--- config.mk ---
export PLATFORM = sky130hd
export DESIGN_NAME = men_lsu
export DESIGN_NICKNAME = d
export VERILOG_FILES = /design/src/rtl/men_lsu.sv
export SDC_FILE = /design/constraint.sdc
export NUM_CORES = 1
export LEC_CHECK = 0
export CAP_MARGIN = 25
export CORE_MARGIN = 8
export CORE_UTILIZATION = 51
export CTS_CLUSTER_SIZE = 10
export DETAILED_ROUTE_END_ITERATION = 8
export DONT_BUFFER_PORTS = 1
export PLACE_DENSITY = 0.73
export SETUP_SLACK_MARGIN = 0.1
export SLEW_MARGIN = 25
export SYNTH_ARGS = -nofsm -noshare
export SYNTH_HDL_FRONTEND = slang
export SYNTH_SLANG_ARGS = --single-unit
--- constraint.sdc ---
create_clock -name clk -period 3.79 [get_ports clk]
set_input_delay 0.5685 -clock clk [delete_from_list [all_inputs] [get_ports clk]]
set_output_delay 0.5685 -clock clk [all_outputs]
set_load 0.005 [all_outputs]
--- src/rtl/men_lsu.sv ---
// Memory-access stage: issues loads/stores on a req/ack bus, stalls upstream while
// an access is outstanding, and registers the write-back triple for MEM/WB.
module men_lsu #(
  parameter int ACK_TIMEOUT = 255,
  parameter int TO_W        = 8
) (
  input  logic        clk,
  input  logic        rst,
  input  logic [31:0] men_w_reg_data,
  input  logic [4:0]  men_w_reg_addr,
  input  logic        men_wd,
  input  logic [3:0]  men_mem_op,
  input  logic [31:0] men_mem_addr,
  input  logic [31:0] men_store_data,
  output logic        d_req,
  output logic        d_we,
  output logic [31:0] d_addr,
  output logic [3:0]  d_sel,
  output logic [31:0] d_wdata,
  input  logic [31:0] d_rdata,
  input  logic        d_ack,
  output logic        stall_req,
  output logic [31:0] wb_w_reg_data,
  output logic [4:0]  wb_w_reg_addr,
  output logic        wb_wd,
  output logic        exc_misalign,
  output logic        bus_err,
  output logic        dbg_state_o
);

  // Handshake: d_req rises on the edge leaving IDLE and stays high, with every d_*
  // field stable, until the edge that samples d_ack=1 or the watchdog abort.
  localparam logic [3:0] OP_LB  = 4'd1;
  localparam logic [3:0] OP_LBU = 4'd2;
  localparam logic [3:0] OP_LH  = 4'd3;
  localparam logic [3:0] OP_LHU = 4'd4;
  localparam logic [3:0] OP_LW  = 4'd5;
  localparam logic [3:0] OP_SB  = 4'd6;
  localparam logic [3:0] OP_SH  = 4'd7;
  localparam logic [3:0] OP_SW  = 4'd8;
  localparam logic [TO_W:0] TO_LIM = (TO_W+1)'(ACK_TIMEOUT);

  typedef enum logic {S_IDLE = 1'b0, S_BUSY = 1'b1} state_t;

  state_t      state_q, state_d;
  logic        d_req_q, d_req_d, d_we_q, d_we_d;
  logic [31:0] d_addr_q, d_addr_d, d_wdata_q, d_wdata_d;
  logic [3:0]  d_sel_q, d_sel_d, op_q, op_d;
  logic [1:0]  a_q, a_d;
  logic [31:0] wb_data_q, wb_data_d;
  logic [4:0]  wb_addr_q, wb_addr_d;
  logic        wb_wd_q, wb_wd_d, exc_q, exc_d, err_q, err_d;
  logic [TO_W-1:0] cnt_q, cnt_d;
  logic [TO_W:0]   cnt_inc;

  logic        is_load, is_store, sz_b, sz_h, sz_w, misalign, issue, abort, busy;
  logic [1:0]  a;
  logic [3:0]  sel_c;
  logic [31:0] wdata_c, rshift, ld_data;
  logic [15:0] half_v;

  assign a        = men_mem_addr[1:0];
  assign is_load  = (men_mem_op >= OP_LB) && (men_mem_op <= OP_LW);
  assign is_store = (men_mem_op >= OP_SB) && (men_mem_op <= OP_SW);
  assign sz_b     = (men_mem_op == OP_LB) || (men_mem_op == OP_LBU) || (men_mem_op == OP_SB);
  assign sz_h     = (men_mem_op == OP_LH) || (men_mem_op == OP_LHU) || (men_mem_op == OP_SH);
  assign sz_w     = (men_mem_op == OP_LW) || (men_mem_op == OP_SW);
  assign misalign = (sz_h & a[0]) | (sz_w & (|a));
  assign busy     = (state_q == S_BUSY);
  assign issue    = (state_q == S_IDLE) & (is_load | is_store) & ~misalign;
  assign cnt_inc  = {1'b0, cnt_q} + (TO_W+1)'(1);
  assign abort    = busy & ~d_ack & (ACK_TIMEOUT != 0) & (cnt_inc == TO_LIM);

  // Held upstream stages must see stall drop as soon as reset is asserted.
  assign stall_req = ~rst & (issue | (busy & ~d_ack & ~abort));

  assign sel_c   = sz_w ? 4'b1111 : (sz_h ? (a[1] ? 4'b1100 : 4'b0011) : (4'b0001 << a));
  assign wdata_c = !is_store ? 32'd0 :
                   sz_b ? {4{men_store_data[7:0]}} :
                   sz_h ? {2{men_store_data[15:0]}} : men_store_data;

  assign rshift = d_rdata >> {a_q, 3'b000};
  assign half_v = a_q[1] ? d_rdata[31:16] : d_rdata[15:0];

  always_comb begin
    ld_data = 32'd0;
    case (op_q)
      OP_LB:   ld_data = {{24{rshift[7]}}, rshift[7:0]};
      OP_LBU:  ld_data = {24'd0, rshift[7:0]};
      OP_LH:   ld_data = {{16{half_v[15]}}, half_v};
      OP_LHU:  ld_data = {16'd0, half_v};
      OP_LW:   ld_data = d_rdata;
      default: ld_data = 32'd0;
    endcase
  end

  always_ff @(posedge clk or posedge rst) begin
    if (rst) begin
      state_q   <= S_IDLE;
      d_req_q   <= 1'b0;
      d_we_q    <= 1'b0;
      d_addr_q  <= 32'd0;
      d_sel_q   <= 4'd0;
      d_wdata_q <= 32'd0;
      op_q      <= 4'd0;
      a_q       <= 2'd0;
      wb_data_q <= 32'd0;
      wb_addr_q <= 5'd0;
      wb_wd_q   <= 1'b0;
      exc_q     <= 1'b0;
      err_q     <= 1'b0;
      cnt_q     <= '0;
    end else begin
      state_q   <= state_d;
      d_req_q   <= d_req_d;
      d_we_q    <= d_we_d;
      d_addr_q  <= d_addr_d;
      d_sel_q   <= d_sel_d;
      d_wdata_q <= d_wdata_d;
      op_q      <= op_d;
      a_q       <= a_d;
      wb_data_q <= wb_data_d;
      wb_addr_q <= wb_addr_d;
      wb_wd_q   <= wb_wd_d;
      exc_q     <= exc_d;
      err_q     <= err_d;
      cnt_q     <= cnt_d;
    end
  end

  always_comb begin
    state_d = state_q;
    case (state_q)
      S_IDLE:  if (issue) state_d = S_BUSY;
      S_BUSY:  if (d_ack || abort) state_d = S_IDLE;
      default: state_d = S_IDLE;
    endcase
  end

  always_comb begin
    d_req_d   = d_req_q;
    d_we_d    = d_we_q;
    d_addr_d  = d_addr_q;
    d_sel_d   = d_sel_q;
    d_wdata_d = d_wdata_q;
    op_d      = op_q;
    a_d       = a_q;
    wb_data_d = wb_data_q;
    wb_addr_d = wb_addr_q;
    wb_wd_d   = wb_wd_q;
    exc_d     = 1'b0;
    err_d     = 1'b0;
    cnt_d     = cnt_q;
    if (state_q == S_IDLE) begin
      if (issue) begin
        d_req_d   = 1'b1;
        d_we_d    = is_store;
        d_addr_d  = {men_mem_addr[31:2], 2'b00};
        d_sel_d   = sel_c;
        d_wdata_d = wdata_c;
        op_d      = men_mem_op;
        a_d       = a;
        wb_wd_d   = 1'b0;
        cnt_d     = '0;
      end else if (is_load || is_store) begin
        wb_wd_d = 1'b0;
        exc_d   = 1'b1;
      end else begin
        wb_data_d = men_w_reg_data;
        wb_addr_d = men_w_reg_addr;
        wb_wd_d   = men_wd;
      end
    end else begin
      if (d_ack) begin
        d_req_d   = 1'b0;
        wb_addr_d = men_w_reg_addr;
        wb_wd_d   = men_wd;
        wb_data_d = d_we_q ? men_w_reg_data : ld_data;
      end else if (abort) begin
        d_req_d = 1'b0;
        err_d   = 1'b1;
        wb_wd_d = 1'b0;
      end else begin
        wb_wd_d = 1'b0;
        cnt_d   = cnt_inc[TO_W-1:0];
      end
    end
  end

  assign d_req         = d_req_q;
  assign d_we          = d_we_q;
  assign d_addr        = d_addr_q;
  assign d_sel         = d_sel_q;
  assign d_wdata       = d_wdata_q;
  assign wb_w_reg_data = wb_data_q;
  assign wb_w_reg_addr = wb_addr_q;
  assign wb_wd         = wb_wd_q;
  assign exc_misalign  = exc_q;
  assign bus_err       = err_q;
  assign dbg_state_o   = busy;

endmodule
==> impl_metrics.py, run 1 <==
metrics = {
    "outcome": {
        "status": "complete, no violations",
    },
    "synthesis": {
        "synthArstFlopShare_pct": 100.0,
        "syn_area_um2": 6309,
        "ys_ff_latch": 123,
        "yosys_warnings": 0,
        "synthesis.instances": 592,
        "ys.flop_type": "dfrtp_1",
        "yosys.area.top_type_share_pct": 48.79,
        "ys_top_cells_by_area": "dfrtp_1 (49%), mux2i_1 (6.7%), mux2_2 (5.9%)",
        "synth.avg_cell_area_um2": 10.66,
        "yosys.area.top_type": "dfrtp_1",
        "synth_most_common_cell": "dfrtp_1",
        "ys_types": 69,
        "synth-edff-count": 0,
        "yosysSeqAreaShare_pct": 48.79,
        "synthTopCellsByCount": "dfrtp_1 (123), nand2_1 (60), nor2_1 (49)",
    },
    "cts": {
        "post_cts_buffers": 0,
        "cts_resized": 0,
        "h-tree-depth": 4,
        "cts_inserted_buffers": 17,
        "clock-root-buffer": "clkbuf_16",
        "cts_tree": "built",
        "cts_hold_buffers": 0,
        "clockBufferDepth": 2,
        "clock_sinks": 123,
        "clkLatencyLatePin_ns": 0.40,
        "path_clk_slew_ns": 0.06,
    },
    "route": {
        "met1Wirelength_mm": 6.467,
        "drc_errors": 0,
        "wl_met2_mm": 9.038,
        "top_layer": "met4",
        "routedWlPerCell_um": 23.41,
        "vias_per_cell": 6.071,
        "vias": 4644,
        "drt-total-wl_mm": 17.91,
        "ant_nets": 0,
        "drt-initial-drc-count": 359,
        "wl_met3_mm": 2.093,
        "drt_pass1_iterations": 5,
    },
    "sta": {
        "finalMaxSlewViolations": 0,
        "fin_hold_ws_ns": 0.06672,
        "setup_violations": 0,
        "period_share_pct": 74.51,
        "tns_ns": 0,
        "hold_viol": 0,
        "fmax_ghz": 0.3541,
        "min_period_ns": 2.824,
        "slew_headroom_pct": 38.09,
        "rsz0062_at_grt": "false",
        "tightest_slew_ns": 0.9202,
        "fin_skew_ns": 0.009200,
    },
    "global_route": {
        "grt_max_degree": 75,
        "gr-total-overflow": 0,
        "grt.total_usage_pct": 21.52,
        "grt_pass1_vias": 4845,
        "grt_pass1_wl_mm": 27.47,
        "antenna_found_initial": 1,
    },
    "floorplanning": {
        "die_area_um2": 16180,
        "core_um2": 12060,
        "die_width_um": 127.2,
        "die_h_um": 127.2,
        "row_count": 40,
        "boundaryPins": 253,
        "initial_utilization_pct": 52.30,
    },
    "finish": {
        "fin_nets": 726,
        "fin_area_um2": 7015,
        "nFillCells": 1003,
        "area_growth_pct": 11.21,
        "drive_above_1_share_pct": 18.12,
    },
    "setup_path": {
        "critical_path.endpoint_type": "output pin",
        "cp_cell_sequence": "nand2_1 -> or3_1 -> a211o_1 -> o21ai_2 -> a21oi_1",
        "path_class": "flip-flop to output pin",
        "crit_fanout": 7,
        "slowest_stage": "dfrtp_1",
        "worst_ep_required_time_ns": 3.22,
        "startpoint_type": "flip-flop",
        "max_stage_delay_ns": 0.45,
        "cp.arrival_ns": 2.26,
    },
    "power": {
        "max-vdd-ir-drop_mv": 0.2651,
        "p_per_area_nw_per_um2": 706.8,
        "leakagePower_nw": 3.044,
    },
    "place": {
        "port_buffers": 0,
        "place_area_um2": 6372,
        "gp_congestion": 0.8839,
        "hpwl_mm": 13.59,
    },
    "hold_path": {
        "hold_path.class": "input pin to async pin",
    },
    "flow_run": {
        "cap_violations": 0,
    },
}
[per-layer routing]
metal	track usage, %	vias up
met1	23.34	2271
li1	-	2120
met2	36.42	233
met3	9.567	20
met4	8.048	0
met5	0	-
[registers in the layout, summed over array words and instances, names as in the netlist, 2 cells and up]
register / count
d_wdata: 32
wb_w_reg_data: 32
d_addr: 30
cnt_q: 8
wb_w_reg_addr: 5
d_sel: 4
op_q: 4
a_q: 2
[layout make-up]
| cell class | count | area (µm²) | area share, % |
|---|---|---|---|
| multi-input cells | 418 | 2924 | 41.68 |
| well taps | 168 | 210.2 | 2.996 |
| clock inverters | 15 | 215.2 | 3.068 |
| repair buffers | 12 | 115.1 | 1.641 |
| inverters | 11 | 45.04 | 0.6421 |
| clock buffers | 17 | 425.4 | 6.064 |
| flip-flops and latches | 123 | 3078 | 43.87 |
| diodes | 1 | 2.502 | 0.03567 |
[per-stage QoR]
step / worst slack [ns] / cells / utilization (%) / power, mW
after detailed placement: 1.101 / 732 / 52.83 / 3.252
after floorplan: 1.333 / 593 / - / 2.924
after CTS: 0.9352 / 764 / 58.14 / 5.002
after global placement: 1.204 / 731 / 52.67 / 3.181
final: 0.9659 / 765 / 58.16 / 4.959
after global routing: 0.7863 / 765 / 58.16 / 5.232
[worst max-delay path, delay by kind of cell, from the launching register on]
family | cells | cell delay, ns
AO/OA/AOI/OAI | 3 | 0.84
AND/OR/NAND/NOR | 2 | 0.56
flip-flops | 1 | 0.45
[power by group]
part / switching [mW] / total (mW) / internal (mW)
combinational: 0.555 / 1.08 / 0.525
clock: 0.626 / 1.74 / 1.12
sequential: 0.433 / 2.14 / 1.71
[final timing paths]
path	start	to	slack [ns]	cells past startpoint
setup / recovery	cnt_q[2]	stall_req	0.97	5
hold / removal	rst	bus_err	0.07	1
setup reg to reg	a_q[1]	wb_w_reg_data[24]	1.24	6
hold reg to reg	wb_w_reg_addr[3]	wb_w_reg_addr[3]	0.52	2
max in group asynchronous	rst	op_q[2]	2.99	2
min in group clk	men_w_reg_addr[2]	wb_w_reg_addr[2]	0.28	2
[cells in the final DEF (no fill, tap or decap), drive strengths merged, types with 5 or more instances in the layout]
| cell type | instances |
|---|---|
| dfrtp | 123 |
| nand2 | 61 |
| nor2 | 50 |
| a21oi | 50 |
| o21ai | 48 |
| mux2 | 46 |
| mux2i | 42 |
| a22o | 17 |
| clkbuf | 17 |
| a22oi | 16 |
| inv | 14 |
| buf | 12 |
| o221ai | 10 |
| nor3 | 7 |
| nand3 | 6 |
| nand2b | 5 |
[kinds of logic after synthesis]
logic type	share of synthesized area [%]
adders and majority gates	0.3966
DFF	48.79
and+or+nand+nor	11.17
buffers and inverters	5.295
xor gates and xnor gates	0.6943
AOI/OAI and AO/OA	18.07
muxes	15.53
other	0.05944
Note: power is estimated with default switching activity, not from simulation.
==> inputs of run 2 (changes only) <==
- clock period: 3.79 -> 2.45 ns (I/O delays scaled with it)
==> impl_metrics.py, run 2 (same netlist as run 1, synthesis figures left out) <==
metrics = {
    "sta": {
        "setup_violations": 0,
        "period_share_pct": 92.71,
        "tns_ns": 0,
        "tightest_slew_ns": 0.7262,
        "finalMaxSlewViolations": 0,
        "hold_viol": 15,
        "min_period_ns": 2.272,
        "fmax_ghz": 0.4402,
        "fin_skew_ns": 0.01034,
        "slew_headroom_pct": 51.58,
        "rsz0062_at_grt": "true",
        "fin_hold_ws_ns": -0.05609,
    },
    "setup_path": {
        "path_class": "flip-flop to output pin",
        "cp.arrival_ns": 1.90,
        "crit_fanout": 3,
        "worst_ep_required_time_ns": 2.08,
        "critical_path.endpoint_type": "output pin",
        "startpoint_type": "flip-flop",
    },
    "outcome": {
        "violations": "hold timing",
        "status": "finished with violations",
    },
    "global_route": {
        "grt_pass1_vias": 5081,
        "grt_pass1_wl_mm": 28.39,
        "grt.total_usage_pct": 22.31,
        "gr-total-overflow": 0,
        "antenna_found_initial": 0,
        "grt_max_degree": 124,
    },
    "floorplanning": {
        "die_area_um2": 16180,
        "boundaryPins": 253,
        "row_count": 40,
        "core_um2": 12060,
        "die_h_um": 127.2,
        "die_width_um": 127.2,
        "initial_utilization_pct": 52.30,
    },
    "route": {
        "ant_nets": 0,
        "drt_pass1_iterations": 5,
        "drt-initial-drc-count": 308,
        "drc_errors": 0,
        "vias": 4834,
        "routedWlPerCell_um": 23.74,
        "vias_per_cell": 6.213,
        "drt-total-wl_mm": 18.47,
    },
    "cts": {
        "cts_hold_buffers": 0,
        "cts_tree": "built",
        "path_clk_slew_ns": 0.06,
        "h-tree-depth": 4,
        "cts_inserted_buffers": 17,
        "clockBufferDepth": 2,
        "clock_sinks": 123,
        "clock-root-buffer": "clkbuf_16",
        "clkLatencyLatePin_ns": 0.41,
    },
    "finish": {
        "area_growth_pct": 12.40,
        "antenna_cells": 0,
        "nFillCells": 1023,
        "layout_commonest_cell": "dfrtp_1",
        "fin_nets": 740,
        "drive_above_1_share_pct": 21.48,
        "mostFrequentLayoutCells": "dfrtp_1 (121), nand2_1 (60), nor2_1 (47), a21oi_1 (46), o21ai_0 (45)",
    },
    "place": {
        "hpwl_mm": 13.54,
        "gp_congestion": 0.8950,
        "port_buffers": 0,
    },
    "hold_path": {
        "hold_path.class": "input pin to async pin",
    },
    "power": {
        "p_total_mw": 7.425,
        "p_per_area_nw_per_um2": 1047,
        "leakagePower_nw": 3.081,
        "max-vdd-ir-drop_mv": 0.4602,
    },
    "flow_run": {
        "cap_violations": 0,
    },
}
run 2: cell types whose count changed in the layout (fill, tap and decap cells not counted), sizes merged:
cell / previous run / this run
diode: 1 / 0
bufinv: 4 / 0
buf: 12 / 26
inv: 14 / 20
clkinv: 4 / 1
clkinvlp: 4 / 5
run 2: layer usage:
layer,GRT usage [%],vias up,part of all wire (%)
met1,24.43,2385,36
met4,7.768,0,1.9
met5,0,-,0
met3,9.775,32,11
li1,-,2154,-
met2,37.83,263,51
run 2: power breakdown:
group	switching [mW]	total, mW	internal [mW]
Combinational	0.900	1.77	0.869
Clock	1.02	2.35	1.33
Sequential	0.666	3.31	2.64
Total	2.59	7.43	4.84
run 2: worst max-delay path: stages, from the launching register on:
cell,delay [ns]
dfrtp_2,0.44
buf_4,0.16
inv_1,0.07
ha_1,0.16
nand4_1,0.12
a211o_1,0.29
o21ai_2,0.14
a21oi_1,0.12
run 2: final cells by class:
cell class | instances | area, µm² | area share (%)
Sequential cell | 123 | 3080 | 43.44
Multi-Input combinational cell | 418 | 2968 | 41.86
Tap cell | 168 | 210.2 | 2.965
Clock inverter | 15 | 128.9 | 1.818
Timing Repair Buffer | 26 | 232.7 | 3.282
Clock buffer | 17 | 425.4 | 6.000
Inverter | 11 | 45.04 | 0.6353
run 2: final timing paths:
kind / from / end / slack [ns] / cells after the start
max in group asynchronous: rst / cnt_q[0] / 1.89 / 2
min in group clk: men_w_reg_addr[0] / wb_w_reg_addr[0] / 0.08 / 2
min reg2reg: wb_w_reg_addr[0] / wb_w_reg_addr[0] / 0.51 / 2
max: cnt_q[0] / stall_req / 0.18 / 7
max reg2reg: op_q[1] / wb_w_reg_data[19] / 0.38 / 5
min: rst / d_req / -0.06 / 2
run 2: timing repair:
item | CTS | global route
buffers inserted | 5 | 3
hold endpoints to repair | 0 | 0
gates resized for setup | 4 | 6
setup endpoints to repair | 1 | 2
pin swaps | 2 | 2
run 2: per-stage QoR:
step	worst slack (ns)	utilization (%)	area, µm²	hold slack (ns)	instances
finish	0.1785	58.79	7091	-0.05609	778
detailed placement	0.3378	53.31	6430	0.4875	738
global placement	0.3491	53.31	6430	0.4787	738
floorplan	0.3951	-	6316	0.4697	593
global route	0.004268	58.79	7091	0.06643	778
CTS	0.1242	58.31	7033	0.05594	775
